==> src/rtl/reg_write_demux.sv <==
// reg_write_demux
//
// Write-side demultiplexer for a 32-entry register bank. One write per cycle
// goes to the addressed register, and a registered one-hot strobe reports that
// write for the following cycle. A Clear pulse starts a 32-cycle sequential
// sweep that zeroes the registers one at a time. Writes are refused while the
// sweep runs.
//
// Ports
//   clk           clock; all state updates on the rising edge
//   rst_n         asynchronous active-low reset
//   WrValid       write request valid
//   WrReady       write can be accepted this cycle (combinational)
//   WrAddr        target register index 0..31
//   WrData        write data, WIDTH bits
//   Clear         single-cycle request to start a clear sweep
//   Busy          clear sweep in progress
//   Reg00..Reg31  current register contents (read-mux feed)
//   WrStrobe      one-hot of the register written in the previous cycle

module reg_write_demux #(
    parameter int unsigned WIDTH    = 32,
    parameter bit          ZERO_REG = 1'b1
) (
    input  logic             clk,
    input  logic             rst_n,
    input  logic             WrValid,
    output logic             WrReady,
    input  logic [4:0]       WrAddr,
    input  logic [WIDTH-1:0] WrData,
    input  logic             Clear,
    output logic             Busy,
    output logic [WIDTH-1:0] Reg00,
    output logic [WIDTH-1:0] Reg01,
    output logic [WIDTH-1:0] Reg02,
    output logic [WIDTH-1:0] Reg03,
    output logic [WIDTH-1:0] Reg04,
    output logic [WIDTH-1:0] Reg05,
    output logic [WIDTH-1:0] Reg06,
    output logic [WIDTH-1:0] Reg07,
    output logic [WIDTH-1:0] Reg08,
    output logic [WIDTH-1:0] Reg09,
    output logic [WIDTH-1:0] Reg10,
    output logic [WIDTH-1:0] Reg11,
    output logic [WIDTH-1:0] Reg12,
    output logic [WIDTH-1:0] Reg13,
    output logic [WIDTH-1:0] Reg14,
    output logic [WIDTH-1:0] Reg15,
    output logic [WIDTH-1:0] Reg16,
    output logic [WIDTH-1:0] Reg17,
    output logic [WIDTH-1:0] Reg18,
    output logic [WIDTH-1:0] Reg19,
    output logic [WIDTH-1:0] Reg20,
    output logic [WIDTH-1:0] Reg21,
    output logic [WIDTH-1:0] Reg22,
    output logic [WIDTH-1:0] Reg23,
    output logic [WIDTH-1:0] Reg24,
    output logic [WIDTH-1:0] Reg25,
    output logic [WIDTH-1:0] Reg26,
    output logic [WIDTH-1:0] Reg27,
    output logic [WIDTH-1:0] Reg28,
    output logic [WIDTH-1:0] Reg29,
    output logic [WIDTH-1:0] Reg30,
    output logic [WIDTH-1:0] Reg31,
    output logic [31:0]      WrStrobe
);

    typedef enum logic {
        StIdle,
        StClear
    } state_e;

    state_e           state_q, state_d;
    logic [4:0]       cnt_q, cnt_d;
    logic [WIDTH-1:0] regs_q [32];
    logic [WIDTH-1:0] regs_d [32];
    logic [31:0]      strobe_q, strobe_d;
    logic             wr_accept;

    // Gating with rst_n keeps the handshake closed while reset is held, so a
    // source never sees a write as taken during reset.
    assign WrReady   = rst_n & (state_q == StIdle) & ~Clear;
    assign wr_accept = WrValid & WrReady;
    assign Busy      = (state_q == StClear);
    assign WrStrobe  = strobe_q;

    always_comb begin
        state_d  = state_q;
        cnt_d    = cnt_q;
        regs_d   = regs_q;
        strobe_d = '0;
        unique case (state_q)
            StIdle: begin
                // Clear wins over a same-cycle write; WrReady is already low.
                if (Clear) begin
                    state_d = StClear;
                    cnt_d   = '0;
                end else if (wr_accept) begin
                    strobe_d = 32'd1 << WrAddr;
                    // Register 0 write is still strobed, only the store is dropped.
                    if (!(ZERO_REG && (WrAddr == 5'd0))) begin
                        regs_d[WrAddr] = WrData;
                    end
                end
            end
            StClear: begin
                // Clear is ignored here: the sweep always runs its full 32 cycles.
                regs_d[cnt_q] = '0;
                cnt_d         = cnt_q + 5'd1;
                if (cnt_q == 5'd31) begin
                    state_d = StIdle;
                end
            end
            default: begin
                state_d = StIdle;
            end
        endcase
    end

    always_ff @(posedge clk or negedge rst_n) begin
        if (!rst_n) begin
            state_q  <= StIdle;
            cnt_q    <= '0;
            strobe_q <= '0;
            for (int i = 0; i < 32; i++) begin
                regs_q[i] <= '0;
            end
        end else begin
            state_q  <= state_d;
            cnt_q    <= cnt_d;
            strobe_q <= strobe_d;
            regs_q   <= regs_d;
        end
    end

    assign Reg00 = regs_q[0];
    assign Reg01 = regs_q[1];
    assign Reg02 = regs_q[2];
    assign Reg03 = regs_q[3];
    assign Reg04 = regs_q[4];
    assign Reg05 = regs_q[5];
    assign Reg06 = regs_q[6];
    assign Reg07 = regs_q[7];
    assign Reg08 = regs_q[8];
    assign Reg09 = regs_q[9];
    assign Reg10 = regs_q[10];
    assign Reg11 = regs_q[11];
    assign Reg12 = regs_q[12];
    assign Reg13 = regs_q[13];
    assign Reg14 = regs_q[14];
    assign Reg15 = regs_q[15];
    assign Reg16 = regs_q[16];
    assign Reg17 = regs_q[17];
    assign Reg18 = regs_q[18];
    assign Reg19 = regs_q[19];
    assign Reg20 = regs_q[20];
    assign Reg21 = regs_q[21];
    assign Reg22 = regs_q[22];
    assign Reg23 = regs_q[23];
    assign Reg24 = regs_q[24];
    assign Reg25 = regs_q[25];
    assign Reg26 = regs_q[26];
    assign Reg27 = regs_q[27];
    assign Reg28 = regs_q[28];
    assign Reg29 = regs_q[29];
    assign Reg30 = regs_q[30];
    assign Reg31 = regs_q[31];

endmodule

==> config.mk <==
export PLATFORM = sky130hd
export DESIGN_NAME = reg_write_demux
export DESIGN_NICKNAME = d
export VERILOG_FILES = /design/src/rtl/reg_write_demux.sv
export SDC_FILE = /design/constraint.sdc
export NUM_CORES = 2
export LEC_CHECK = 0
export CELL_PAD_IN_SITES_DETAIL_PLACEMENT = 0
export CELL_PAD_IN_SITES_GLOBAL_PLACEMENT = 1
export CORE_AREA = 3 3 424 426
export CTS_CLUSTER_DIAMETER = 150
export CTS_CLUSTER_SIZE = 24
export DETAILED_ROUTE_END_ITERATION = 8
export DIE_AREA = 0 0 427 429
export PLACE_DENSITY = 0.57
export SETUP_SLACK_MARGIN = 0.4
export SLEW_MARGIN = 20
export SYNTH_ARGS = -nofsm -noshare
export SYNTH_HDL_FRONTEND = slang
export SYNTH_SLANG_ARGS = --single-unit
==> constraint.sdc <==
create_clock -name clk -period 2 [get_ports clk]
set_input_delay 0.4 -clock clk [delete_from_list [all_inputs] [get_ports clk]]
set_output_delay 0.4 -clock clk [all_outputs]
set_load 0.02 [all_outputs]
==> parameters.txt <==
Parameter                              Value

Clocking
  Number of clock buffers inserted by TritonCTS ... 51
  Clock insertion delay at the later pin of the skew report ... 0.68 ns
  Clock tree from TritonCTS ... done
  Reg clk slew, reported paths ... 0.11 ns
  Sink count of the clock tree ... 1062
  CTS Buffer Depth ... 3
  Count of H-tree levels built during CTS ... 2
  Root Driver ... sky130_fd_sc_hd__clkbuf_16

Job
  Max-cap viol count ... 0

Floorplan
  Site row count ... about 150
  I/O pin cnt ... ~1100
  Floorplan core area ... 0.176 mm^2
  Starting utilization of the core area ... 0.258
  Total die area ... 0.183 mm^2
  Horiz. Die Dim ... between 400 and 500 um
  Die height ... 429 um

Worst hold path
  Worst Hold End ... Reg06[30]
  Worst Hold Depth ... 3
  Origin of the worst min-delay path ... WrData[30]
  Kind of path behind the tightest hold check ... input pin to flop

Synthesis
  Biggest area consumer among synthesized cells ... sky130_fd_sc_hd__dfrtp_1
  Top cells by area in the synthesized netlist ... sky130_fd_sc_hd__dfrtp_1 59%, sky130_fd_sc_hd__o21ai_0 8.0%, sky130_fd_sc_hd__o2bb2ai_1 7.3%, sky130_fd_sc_hd__mux2i_1 7.1%, sky130_fd_sc_hd__o31ai_1 2.6%
  Most common flop cell mapped by yosys ... sky130_fd_sc_hd__dfrtp_1
  Syn Nets ... 3957
  Sequential element share of the synthesized area ... 0.586
  Area share of the largest cell type after synthesis ... 0.586
  Synth warnings ... 0
  Fraction of synthesis flops using an asynchronous set or reset pin ... 1.00
  Number of synthesized register bits ... 1062
  Post-Syn Instances ... 3911
  Number of synthesized flops with an enable pin ... 0
  Count of distinct cell types in the synthesized netlist ... 47
  Avg Cell Area, Syn ... approximately 12 um^2
  Mapped cell area ... 0.0454 mm^2

Critical path
  Worst reg2reg path endpoint ... Reg08[13]
  Worst-path maximum fanout ... 11
  Arrival time of data at the critical path endpoint ... 2.71 ns
  Startpoint type of the worst setup path ... flop
  Kind of end point of the critical path ... flop
  Reg2Reg Depth ... 7
  Required @ worst endpoint ... 2.59 ns
  Minimum setup slack among reg-to-reg paths ... -0.12 ns
  Category of the critical setup timing path ... flop to flop
  Worst reg2reg startpoint ... Busy

Routing
  Overall via count from detail_route ... 38300
  Remaining antenna violation count after routing ... 0
  Total DRC errors in the routed layout ... 0
  Routed wire length ... 245000 um
  Via/cell ratio ... 5.17
  Wirelength per Cell ... 33.1 um
  Iteration count of the initial detailed-routing pass ... 5
  Drt first-iter violations ... 3181

Finish
  Post-layout utilization of the core ... 0.376
  Layout overhead on the synthesized area ... 46.0%
  Filler cell count in the final layout ... 17300
  Final layout net count ... 5080
  Share of layout cells above drive strength 1 ... 0.358

Timing
  Maximum frequency from static timing analysis ... 471 MHz
  Total of endpoints with negative setup slack in the final report ... 119
  Hold_ws ... 0.0747 ns
  Worst slew slack as a fraction of its limit ... 0.235
  Clk_skew ... 0.0180 ns
  Minimum period implied by the final worst setup slack ... about 2.1 ns
  Worst setup margin ... -0.123 ns
  Setup repair after global routing missed its margin ... yes
  Part of the cycle the worst path needs ... 1.06
  Number of hold-slack violations in the final timing report ... 0
  Number of max-slew violations in the final report ... 0
  Worst slew pin tran ... 1.15 ns

GRT
  Vias in the first global route ... roughly 38000
  First-pass GRT wire length ... ~330000 um
  Congestion Overflow GR ... 0
  Total routing resource utilization after global routing ... 0.249
  Number of antenna violations at the first check in global routing ... 18
  Pin count of the biggest net entering global routing ... 169

Status
  Status ... complete, but fails checks
  Violated checks ... negative setup slack

Place
  Detailed placer's ending HPWL ... 163000 um
  Gp weighted congestion ... 0.819
  Setup WS pre-CTS ... -0.572 ns
  Input/output buffers ... 1098

Power
  Static leakage ... 29.1 nW
  Worst IR drop on VDD ... 0.000735 V
  Total power consumption of the routed design ... 107 mW
  Areal power density over the cells ... 1620 mW/mm^2
[timing repair]
action                     in CTS  in global routing
pin swaps                       1                  6
resized for setup            1211               4706
hold buffers                    1                  0
gates cloned                    0                 28
setup endpoints to repair    2113               2739
hold endpoints to repair       31                  0
setup buffers                   9                100
[through the flow]
| stage | std cells | area, um^2 | setup TNS (ns) |
|---|---|---|---|
| 2_1_floorplan | 3911 | 45800 | 0 |
| 3_3_place_gp | 7183 | 61700 | -371.22 |
| 3_5_place_dp | 7183 | 61700 | -349.52 |
| 4_1_cts | 7253 | 63400 | -138.74 |
| 5_1_grt | 7388 | 66200 | -20.89 |
| 6_report | 7396 | 66200 | -5.27 |
[synth_stat cells (all sizes together) (4+ instances only)]
cell     instances
buf            187
clkbuf         310
mux2            65
nor3            13
dfrtp         1062
inv            167
nand3b           5
and2            37
ha               5
and3            18
nand3            6
a21boi          96
nand2b          35
nor2             4
o31ai          160
a22o            36
o2bb2ai        384
o21ai          736
nor4             4
nor3b            4
o32ai           32
nand4          161
clkinv          36
mux2i          321
and4b            6
[report_power, final]
| part | leakage [nW] | switching, mW | internal (mW) | total, mW |
|---|---|---|---|---|
| sequential | 13.6 | 7.11 | 30.3 | 37.4 |
| clock | 0.686 | 7.73 | 4.84 | 12.6 |
| combinational | 14.8 | 32.4 | 24.9 | 57.2 |
| total | 29.1 | 47.2 | 60.0 | 107 |
[worst max-delay path, stage by stage (launching register included)]
cell and delay, ns:
sky130_fd_sc_hd__dfrtp_4 0.52, sky130_fd_sc_hd__buf_4 0.15, sky130_fd_sc_hd__buf_12 0.14, sky130_fd_sc_hd__or4_4 0.48, sky130_fd_sc_hd__nor3_4 0.26, sky130_fd_sc_hd__buf_6 0.19, sky130_fd_sc_hd__clkbuf_16 0.21, sky130_fd_sc_hd__o2bb2ai_2 0.06
[kinds of logic after synthesis]
logic type | after synthesis | synth area share
AOI/OAI and AO/OA | 1444 | 0.212
DFF | 1062 | 0.586
muxes | 386 | 0.0870
xor gates and xnor gates | 2 | 0.000386
and+or+nand+nor | 312 | 0.0477
buffers and inverters | 700 | 0.0660
adders and majority gates | 5 | 0.00138
[worst max path at each step]
stage	start	to	cells after the start
after floorplan	Busy	Reg08[27]	6
after global placement	WrAddr[2]	Reg08[6]	6
after detailed placement	WrAddr[2]	Reg08[5]	6
after CTS	Busy	WrReady	3
after global routing	Busy	WrReady	3
final	Busy	Reg08[13]	7
[placed cells by master (no fill, tap or decap), types with 7 or more instances in the layout]
cell	Yosys	routed
sky130_fd_sc_hd__o2bb2ai_1	379	312
sky130_fd_sc_hd__buf_12	0	149
sky130_fd_sc_hd__nand2b_1	35	32
sky130_fd_sc_hd__clkbuf_16	0	75
sky130_fd_sc_hd__nand4_1	161	161
sky130_fd_sc_hd__buf_6	12	1039
sky130_fd_sc_hd__mux2i_1	321	321
sky130_fd_sc_hd__o21ai_0	724	714
sky130_fd_sc_hd__clkinv_1	36	32
sky130_fd_sc_hd__buf_4	27	285
sky130_fd_sc_hd__inv_1	167	166
sky130_fd_sc_hd__diode_2	0	15
sky130_fd_sc_hd__clkdlybuf4s50_1	0	7
sky130_fd_sc_hd__mux2_2	65	65
sky130_fd_sc_hd__a21boi_0	96	96
sky130_fd_sc_hd__nor3_4	4	13
sky130_fd_sc_hd__a22o_1	36	36
sky130_fd_sc_hd__buf_2	139	34
sky130_fd_sc_hd__and2_1	37	37
sky130_fd_sc_hd__dfrtp_1	1062	1059
sky130_fd_sc_hd__o2bb2ai_2	5	70
sky130_fd_sc_hd__o31ai_1	160	159
sky130_fd_sc_hd__o21ai_1	12	17
sky130_fd_sc_hd__dlygate4sd2_1	0	19
sky130_fd_sc_hd__o32ai_1	32	32
[layout make-up]
type                       count  area [um^2]  share of cell area
clock inverter                 7          101             0.00153
tap                         2340         2930              0.0442
sequential                  1062        26600               0.402
multi-input combinational   2149        16500               0.250
antenna                       15         37.5            0.000567
clock buffer                  53         1290              0.0195
inverter                     203          766              0.0116
timing repair buffer        1567        18000               0.271
[metal layers]
metal	share of wire	global-route usage
met1	0.41	0.316
met2	0.48	0.407
met3	0.061	0.0507
met4	0.052	0.117
met5	0.000053	0
Note: power is estimated with default switching activity, not from simulation.
